`src/rtl/bcd_counter_2dig_if.sv`:
```
// Control and digit signals between the BCD counter and whatever drives and
// observes it. Clock and reset stay plain ports on the counter.
interface bcd_counter_2dig_if;
    logic       enable;
    logic       up;
    logic       clear;
    logic       load;
    logic [3:0] load_tens;
    logic [3:0] load_units;
    logic [3:0] tens;
    logic [3:0] units;
    logic       step;
    logic       wrap;

    modport master (
        output enable, up, clear, load, load_tens, load_units,
        input  tens, units, step, wrap
    );

    modport slave (
        input  enable, up, clear, load, load_tens, load_units,
        output tens, units, step, wrap
    );
endinterface

```
`src/rtl/bcd_counter_2dig.sv`:
```
// Two-digit BCD up/down counter with prescaler, feeding the 7-segment decoders.
// Digits are kept in BCD per digit; the MODULO boundary is a full-value compare.
module bcd_counter_2dig #(
    parameter int DIV    = 50000000,
    parameter int MODULO = 100
) (
    input logic               clock,
    input logic               reset_n,
    bcd_counter_2dig_if.slave bus
);
    localparam int               PRE_W     = (DIV > 1) ? $clog2(DIV) : 1;
    localparam logic [PRE_W-1:0] PRE_LAST  = PRE_W'(DIV - 1);
    localparam logic [PRE_W-1:0] PRE_ONE   = PRE_W'(1);
    localparam logic [3:0]       MAX_TENS  = 4'((MODULO - 1) / 10);
    localparam logic [3:0]       MAX_UNITS = 4'((MODULO - 1) % 10);

    logic [PRE_W-1:0] pre;
    logic             s;
    logic             at_top;
    logic             at_zero;
    logic             boundary;
    logic [3:0]       cnt_tens;
    logic [3:0]       cnt_units;
    logic [3:0]       ld_tens_d;
    logic [3:0]       ld_units_d;
    logic [3:0]       ld_tens;
    logic [3:0]       ld_units;

    assign s        = bus.enable && (pre == PRE_LAST);
    assign at_top   = (bus.tens == MAX_TENS) && (bus.units == MAX_UNITS);
    assign at_zero  = (bus.tens == 4'd0) && (bus.units == 4'd0);
    assign boundary = bus.up ? at_top : at_zero;

    always_comb begin
        cnt_tens  = bus.tens;
        cnt_units = bus.units;
        if (bus.up) begin
            if (at_top) begin
                cnt_tens  = 4'd0;
                cnt_units = 4'd0;
            end else if (bus.units == 4'd9) begin
                cnt_units = 4'd0;
                cnt_tens  = bus.tens + 4'd1;
            end else begin
                cnt_units = bus.units + 4'd1;
            end
        end else begin
            if (at_zero) begin
                cnt_tens  = MAX_TENS;
                cnt_units = MAX_UNITS;
            end else if (bus.units == 4'd0) begin
                cnt_units = 4'd9;
                cnt_tens  = bus.tens - 4'd1;
            end else begin
                cnt_units = bus.units - 4'd1;
            end
        end
    end

    // Non-BCD digits become 0, then anything at or above MODULO becomes 00.
    always_comb begin
        ld_tens_d  = (bus.load_tens  > 4'd9) ? 4'd0 : bus.load_tens;
        ld_units_d = (bus.load_units > 4'd9) ? 4'd0 : bus.load_units;
        ld_tens    = ld_tens_d;
        ld_units   = ld_units_d;
        if ((ld_tens_d > MAX_TENS) ||
            ((ld_tens_d == MAX_TENS) && (ld_units_d > MAX_UNITS))) begin
            ld_tens  = 4'd0;
            ld_units = 4'd0;
        end
    end

    always_ff @(posedge clock or negedge reset_n) begin
        if (!reset_n) begin
            pre <= '0;
        end else if (bus.clear) begin
            pre <= '0;
        end else if (bus.enable) begin
            if (s) pre <= '0;
            else   pre <= pre + PRE_ONE;
        end
    end

    always_ff @(posedge clock or negedge reset_n) begin
        if (!reset_n) begin
            bus.tens  <= 4'd0;
            bus.units <= 4'd0;
            bus.step  <= 1'b0;
            bus.wrap  <= 1'b0;
        end else if (bus.clear) begin
            bus.tens  <= 4'd0;
            bus.units <= 4'd0;
            bus.step  <= 1'b0;
            bus.wrap  <= 1'b0;
        end else if (bus.load) begin
            bus.tens  <= ld_tens;
            bus.units <= ld_units;
            bus.step  <= 1'b0;
            bus.wrap  <= 1'b0;
        end else if (s) begin
            bus.tens  <= cnt_tens;
            bus.units <= cnt_units;
            bus.step  <= 1'b1;
            bus.wrap  <= boundary;
        end else begin
            bus.step  <= 1'b0;
            bus.wrap  <= 1'b0;
        end
    end
endmodule

```
`src/flat_wrapper.sv`:
```
// flat-port wrapper written by rule: the top's interface ports become plain ports
module bcd_counter_2dig_flat 
#(
    parameter int DIV    = 50000000,
    parameter int MODULO = 100
)
  (clock, reset_n, bus_enable, bus_up, bus_clear, bus_load, bus_load_tens, bus_load_units, bus_tens, bus_units, bus_step, bus_wrap);
  bcd_counter_2dig_if bus_i ();
  input logic clock;
  input logic reset_n;
  input wire logic [$bits(bus_i.enable)-1:0] bus_enable;
  input wire logic [$bits(bus_i.up)-1:0] bus_up;
  input wire logic [$bits(bus_i.clear)-1:0] bus_clear;
  input wire logic [$bits(bus_i.load)-1:0] bus_load;
  input wire logic [$bits(bus_i.load_tens)-1:0] bus_load_tens;
  input wire logic [$bits(bus_i.load_units)-1:0] bus_load_units;
  output wire logic [$bits(bus_i.tens)-1:0] bus_tens;
  output wire logic [$bits(bus_i.units)-1:0] bus_units;
  output wire logic [$bits(bus_i.step)-1:0] bus_step;
  output wire logic [$bits(bus_i.wrap)-1:0] bus_wrap;
  assign bus_i.enable = bus_enable;
  assign bus_i.up = bus_up;
  assign bus_i.clear = bus_clear;
  assign bus_i.load = bus_load;
  assign bus_i.load_tens = bus_load_tens;
  assign bus_i.load_units = bus_load_units;
  assign bus_tens = bus_i.tens;
  assign bus_units = bus_i.units;
  assign bus_step = bus_i.step;
  assign bus_wrap = bus_i.wrap;
  bcd_counter_2dig #(.DIV(DIV), .MODULO(MODULO)) u_core (.clock(clock), .reset_n(reset_n), .bus(bus_i));
endmodule
```
`config.mk`:
```
export PLATFORM = sky130hd
export DESIGN_NAME = bcd_counter_2dig_flat
export DESIGN_NICKNAME = d
export VERILOG_FILES = /design/src/rtl/bcd_counter_2dig_if.sv /design/src/rtl/bcd_counter_2dig.sv /design/src/flat_wrapper.sv
export SDC_FILE = /design/constraint.sdc
export NUM_CORES = 1
export LEC_CHECK = 0
export ABC_AREA = 1
export CORE_ASPECT_RATIO = 0.6
export CORE_MARGIN = 2
export CORE_UTILIZATION = 52
export DETAILED_ROUTE_END_ITERATION = 8
export PLACE_DENSITY = 0.72
export SETUP_SLACK_MARGIN = 0.5
export SYNTH_ARGS = -nofsm -noshare
export SYNTH_HDL_FRONTEND = slang
export SYNTH_SLANG_ARGS = --single-unit
```
`constraint.sdc`:
```
create_clock -name clock -period 2.8 [get_ports clock]
set_input_delay 0.7 -clock clock [delete_from_list [all_inputs] [get_ports clock]]
set_output_delay 0.7 -clock clock [all_outputs]
set_load 0.01 [all_outputs]
```
# After elaboration in Yosys (flattened, before gate mapping)
# Index checks and enable logic that the tools add are counted.
[word_totals]
ff_bits = 36
in_bits = 14
out_inout_bits = 10
elab_cells = 60
[op_classes]
addsub = 5
n_lt_le_gt_ge = 4
eq_ne = 5
muxes = 30
n_reduce_logical = 11
[ops]
columns = ["op", "count"]
rows = [
  ["$mux 4", 20],
  ["$mux 26", 3],
  ["$add 26x1->26 const B", 1],
  ["$eq 26x26->1 const B", 1],
  ["$gt 4x4->1 const B", 4],
  ["$eq 4x4->1 const B", 3],
  ["$add 4x1->4 const B", 2],
  ["$logic_not 4->1", 2],
  ["$sub 4x1->4 const B", 2],
  ["$mux 1", 7],
  ["$ne 5x1->1 const B", 1],
  ["$reduce_bool 5->1", 1],
  ["$logic_and 1x1->1", 4],
  ["$reduce_and 3->1", 1],
  ["$reduce_bool 3->1", 1],
  ["$reduce_bool 2->1", 1],
  ["$logic_or 1x1->1", 1],
]

# Depth between registers and ports, before layout
[depth]
depth_word = 8
depth_mapped = 11
mapped_depth_nobuf = 11

# Least setup slack after synthesis
# OpenSTA, ideal clock, no wires.
[synth_path]
path_kind = "input port to flip-flop"
startpoint = "input bus_up"
endpoint = "register u_core.bus.tens[0]"
setup_time_ns = 0.128
arrival_time_ns = 1.501
required_ns = 2.672
path_slack_ns = 1.172
path_stages = 9
n_path_buf = 1
path_cell_list = "buf_2 inv_1 nand2_1 nand2_1 inv_1 nand3_1 nand2_1 nand2_1 o21ai_0"
[synth_via]
elab_chain_cells = 4
word_cells_on_any_way = 7
cone_classes = "eq/ne: 1; mux: 4; reduce/logical: 2"
[synth_rtl]
columns = ["item", "line", "text"]
rows = [
  ["start: declaration", "flat_wrapper.sv:12", "input wire logic [$bits(bus_i.up)-1:0] bus_up;"],
  ["$mux 4", "bcd_counter_2dig.sv:37", "if (bus.up) begin"],
  ["$mux 4", "bcd_counter_2dig.sv:100", "end else if (s) begin"],
  ["$mux 4", "bcd_counter_2dig.sv:95", "end else if (bus.load) begin"],
  ["$mux 4", "bcd_counter_2dig.sv:90", "end else if (bus.clear) begin"],
  ["end signal: assignment", "bcd_counter_2dig.sv:96", "bus.tens <= ld_tens;"],
  ["end signal: assignment", "bcd_counter_2dig.sv:101", "bus.tens <= cnt_tens;"],
  ["end: declaration", "bcd_counter_2dig_if.sv:22", "output tens, units, step, wrap"],
]
# Several ways; a longest one is shown, not always the timed one. The select of a mux whose other input is x is not followed.
# A chain may end at the register's enable or synchronous reset.

# Worst setup path after layout
[layout_path]
startpoint = "input bus_enable"
endpoint = "register u_core.pre[21]"
[layout_via]
elab_chain_cells = 4
word_cells_on_any_way = 5
cone_classes = "mux: 3; reduce/logical: 2"
[layout_rtl]
columns = ["item", "line", "text"]
rows = [
  ["start: declaration", "flat_wrapper.sv:11", "input wire logic [$bits(bus_i.enable)-1:0] bus_enable;"],
  ["$logic_and 1x1->1", "bcd_counter_2dig.sv:29", "assign s = bus.enable && (pre == PRE_LAST);"],
  ["$mux 26", "bcd_counter_2dig.sv:79", "if (s) pre <= '0;"],
  ["$mux 26", "bcd_counter_2dig.sv:78", "end else if (bus.enable) begin"],
  ["$mux 26", "bcd_counter_2dig.sv:76", "end else if (bus.clear) begin"],
  ["end signal: assignment", "bcd_counter_2dig.sv:80", "else pre <= pre + PRE_ONE;"],
  ["end: declaration", "bcd_counter_2dig.sv:17", "logic [PRE_W-1:0] pre;"],
]
# Several ways; a longest one is shown, not always the timed one. The select of a mux whose other input is x is not followed.

==> flow_metrics.env <==
export IMPL_cts_tree="yes"
export IMPL_clock_latency_ps=290
export IMPL_postPlaceCellArea_sq_um=2850
export IMPL_fin_area_sq_um=2950
export IMPL_fmax_mhz=469
export IMPL_dieWidth_microns=94.5
export IMPL_core_sq_um=4660
export IMPL_clk_pin_slew_ps=80
export IMPL_num_nets_final=428
export IMPL_worstSetupPathType="in -> reg"
export IMPL_port_buffers=23
export IMPL_ant_nets=0
export IMPL_layout_min_cycle_time_ps=2130
export IMPL_grt_pass1_vias=2088
export IMPL_maxCapViolCount=0
export IMPL_synth_seq_area_share=0.353
export IMPL_hold_path_class="in -> async"
export IMPL_ys_warnings_count=0
export IMPL_cpPeakStageDelay_ps=620
export IMPL_hold_buffers=0
export IMPL_rsz0062_at_grt="false"
export IMPL_skew_ps=10.2
export IMPL_die_h_microns=58.3
export IMPL_multiInputGateArea_sq_um=1460
export IMPL_drc=0
export IMPL_finalHoldViolations=0
export IMPL_cp_end_kind="register"
export IMPL_setup_viol=0
export IMPL_die_area_sq_um=5510
export IMPL_fill_cells=448
export IMPL_worstSetupStartpointType="primary input"
export IMPL_cp_max_fo=18
export IMPL_wl_microns=6390
export IMPL_synth_cell_types=30
export IMPL_placedCellCount=463
export IMPL_final_util=0.633
export IMPL_antenna_found_initial=0
export IMPL_diodes=0
export IMPL_holdWs_ps=497
export IMPL_fin_cells=471
export IMPL_drtIter0Drc=276
export IMPL_relSlewSlack=0.457
export IMPL_syn_area_sq_um=2550
export IMPL_critPathRequiredTime_ps=2980
export IMPL_vias_per_cell=5.28
export IMPL_dr_pass1_iters=5
export IMPL_worstMarginPinSlew_ps=814
export IMPL_clock_sinks=36
export IMPL_clockBufferDepth=2
export IMPL_fin_setup_tns_ps=0
export IMPL_path_cells="clkdlybuf4s50_1 -> nand2_1 -> inv_1 -> nand2_1 -> nor2_1 -> nand3_2 -> nand2_4 -> inv_2 -> nand2_1 -> nor2_1"
export IMPL_gp_congestion=0.883
export IMPL_final_layout_size_suffix_gt1_frac=0.0784
export IMPL_leakage_uw=0.00129
export IMPL_syn_instance_count=379
export IMPL_vias=2489
export IMPL_grt_pass1_wl_microns=10600
export IMPL_wl_per_cell_microns=13.6
export IMPL_regArea_sq_um=901
export IMPL_slowest_stage="clkdlybuf4s50_1"
export IMPL_ff2ff_path_depth=9
export IMPL_pin_count=24
export IMPL_syn_avg_cell_area_sq_um=6.74
export IMPL_rows=19
export IMPL_post_cts_buffers=0
export IMPL_cp_data_arrival_time_ps=2320
export IMPL_slew_violations=0
export IMPL_ir_drop_v=0.000263
export IMPL_crit_top_cell="nand2_1"
export IMPL_initial_core_util=0.548
export IMPL_grt_ovfl_total=0
export IMPL_htree_levels=2
export IMPL_grt_max_degree=37
export IMPL_syn_nets=400
export IMPL_power_density_nw_per_um2=394
export IMPL_status="completed"
export IMPL_area_growth_pct=15.4
export IMPL_period_share=0.762
export IMPL_cts_buffers_inserted=5
export IMPL_clockRootBuffer="clkbuf_8"
export IMPL_ys_ff_latch=36
export IMPL_grt_usage=0.253
export IMPL_post_dp_hpwl_microns=4890
-- state kept, by name, indices dropped and copies added, names as in the netlist --
name,cells
u_core.bus.step,1
u_core.pre,26
u_core.bus.units,4
u_core.bus.wrap,1
u_core.bus.tens,4
-- synth_stat cells --
cell	count	area, sq um
nor2_4	5	56.3
nand3_2	4	40.0
buf_4	1	7.51
o21ai_0	13	65.1
nand4_1	13	81.3
nor4_1	1	6.26
nor3b_1	2	15.0
nor2_1	70	263
inv_1	40	150
a21oi_1	11	55.1
nand2_2	4	25.0
nand3_1	38	190
a31oi_1	2	12.5
o211ai_1	1	7.51
nand2_4	1	11.3
dfrtp_1	36	901
nand2_1	100	375
buf_6	1	11.3
clkbuf_1	1	3.75
ha_1	7	87.6
xnor2_1	3	26.3
nor3_1	6	30.0
inv_2	1	3.75
nor2_2	3	18.8
a211oi_1	1	7.51
clkinv_1	1	3.75
clkbuf_2	1	5.00
or2_0	1	6.26
xor2_1	9	78.8
buf_2	2	10.0
-- critical path, delay by kind of cell --
family                 cells  cell delay (ps)
buffers and inverters      3              820
and+or+nand+nor            7              790
-- per-stage QoR --
| step | total power, uW | setup slack [ps] |
|---|---|---|
| final | 1160 | 667 |
| after global routing | 1220 | 523 |
| after CTS | 1160 | 636 |
| after detailed placement | 784 | 338 |
| after global placement | 783 | 407 |
| after floorplan | 694 | 1170 |
-- power breakdown --
part	total, uW	leakage, uW	switching (uW)	internal (uW)
Clock	384	0.0000510	188	196
Sequential	559	0.000494	25.0	534
Combinational	219	0.000742	127	92.4
-- path summary, 6_finish.rpt --
path / from / to / slack (ps)
max in group asynchronous: reset_n / u_core.pre[13] / 1780
worst min register to register: u_core.pre[23] / u_core.pre[23] / 560
worst max register to register: u_core.bus.units[1] / u_core.bus.tens[0] / 940
min in group clock: u_core.pre[23] / u_core.pre[23] / 560
worst min-delay path: reset_n / u_core.pre[11] / 500
worst max-delay path: bus_enable / u_core.pre[21] / 670
-- cells by family (layout without fill, tap and decap cells) --
| kind of cell | Yosys count | after routing | synth area share |
|---|---|---|---|
| adder cells (fa/ha/maj) | 7 | 7 | 0.0343 |
| flip-flops | 36 | 36 | 0.353 |
| buffers and inverters | 48 | 77 | 0.0764 |
| AND/OR/NAND/NOR | 248 | 248 | 0.438 |
| XOR/XNOR | 12 | 12 | 0.0411 |
| AO/OA/AOI/OAI | 28 | 28 | 0.0578 |
-- cell usage in the layout (no fill, tap or decap) --
cell             count
nand2_4              1
or2_0                1
nand4_1             13
inv_2                1
nor2_2               3
clkinv_2             2
nor4_1               1
xnor2_1              3
o21ai_0             13
clkdlybuf4s50_1     22
dfrtp_1             36
a211oi_1             1
inv_1               39
nand3_1             38
buf_2                1
nand2_1            100
nor2_1              70
xor2_1               9
buf_4                4
a21oi_1             11
nor3_1               6
ha_1                 7
clkinv_1             1
nor3b_1              2
nand2_2              4
clkbuf_8             6
o211ai_1             1
a31oi_1              2
clkinvlp_4           1
nand3_2              4
nor2_4               5
-- metal layers --
layer / track usage / vias up / part of all wire
met5: 0 / - / 0
met4: 0.0476 / 0 / 0.0053
met3: 0.0653 / 4 / 0.11
met2: 0.285 / 110 / 0.34
met1: 0.451 / 1108 / 0.54
li1: - / 1267 / -
-- final cells by class --
| class | count | share of cell area |
|---|---|---|
| Multi-Input combinational cell | 295 | 0.495 |
| Clock inverter | 2 | 0.00340 |
| Tap cell | 63 | 0.0267 |
| Sequential cell | 36 | 0.306 |
| Clock buffer | 6 | 0.0280 |
| Timing Repair Buffer | 27 | 0.0866 |
| Inverter | 42 | 0.0548 |
-- what timing repair did --
action | in CTS | in global routing
gates resized for setup | 0 | 1
setup endpoints to repair | 0 | 1
hold endpoints to repair | 0 | 0
No activity file was read; power rests on OpenSTA's default activity.
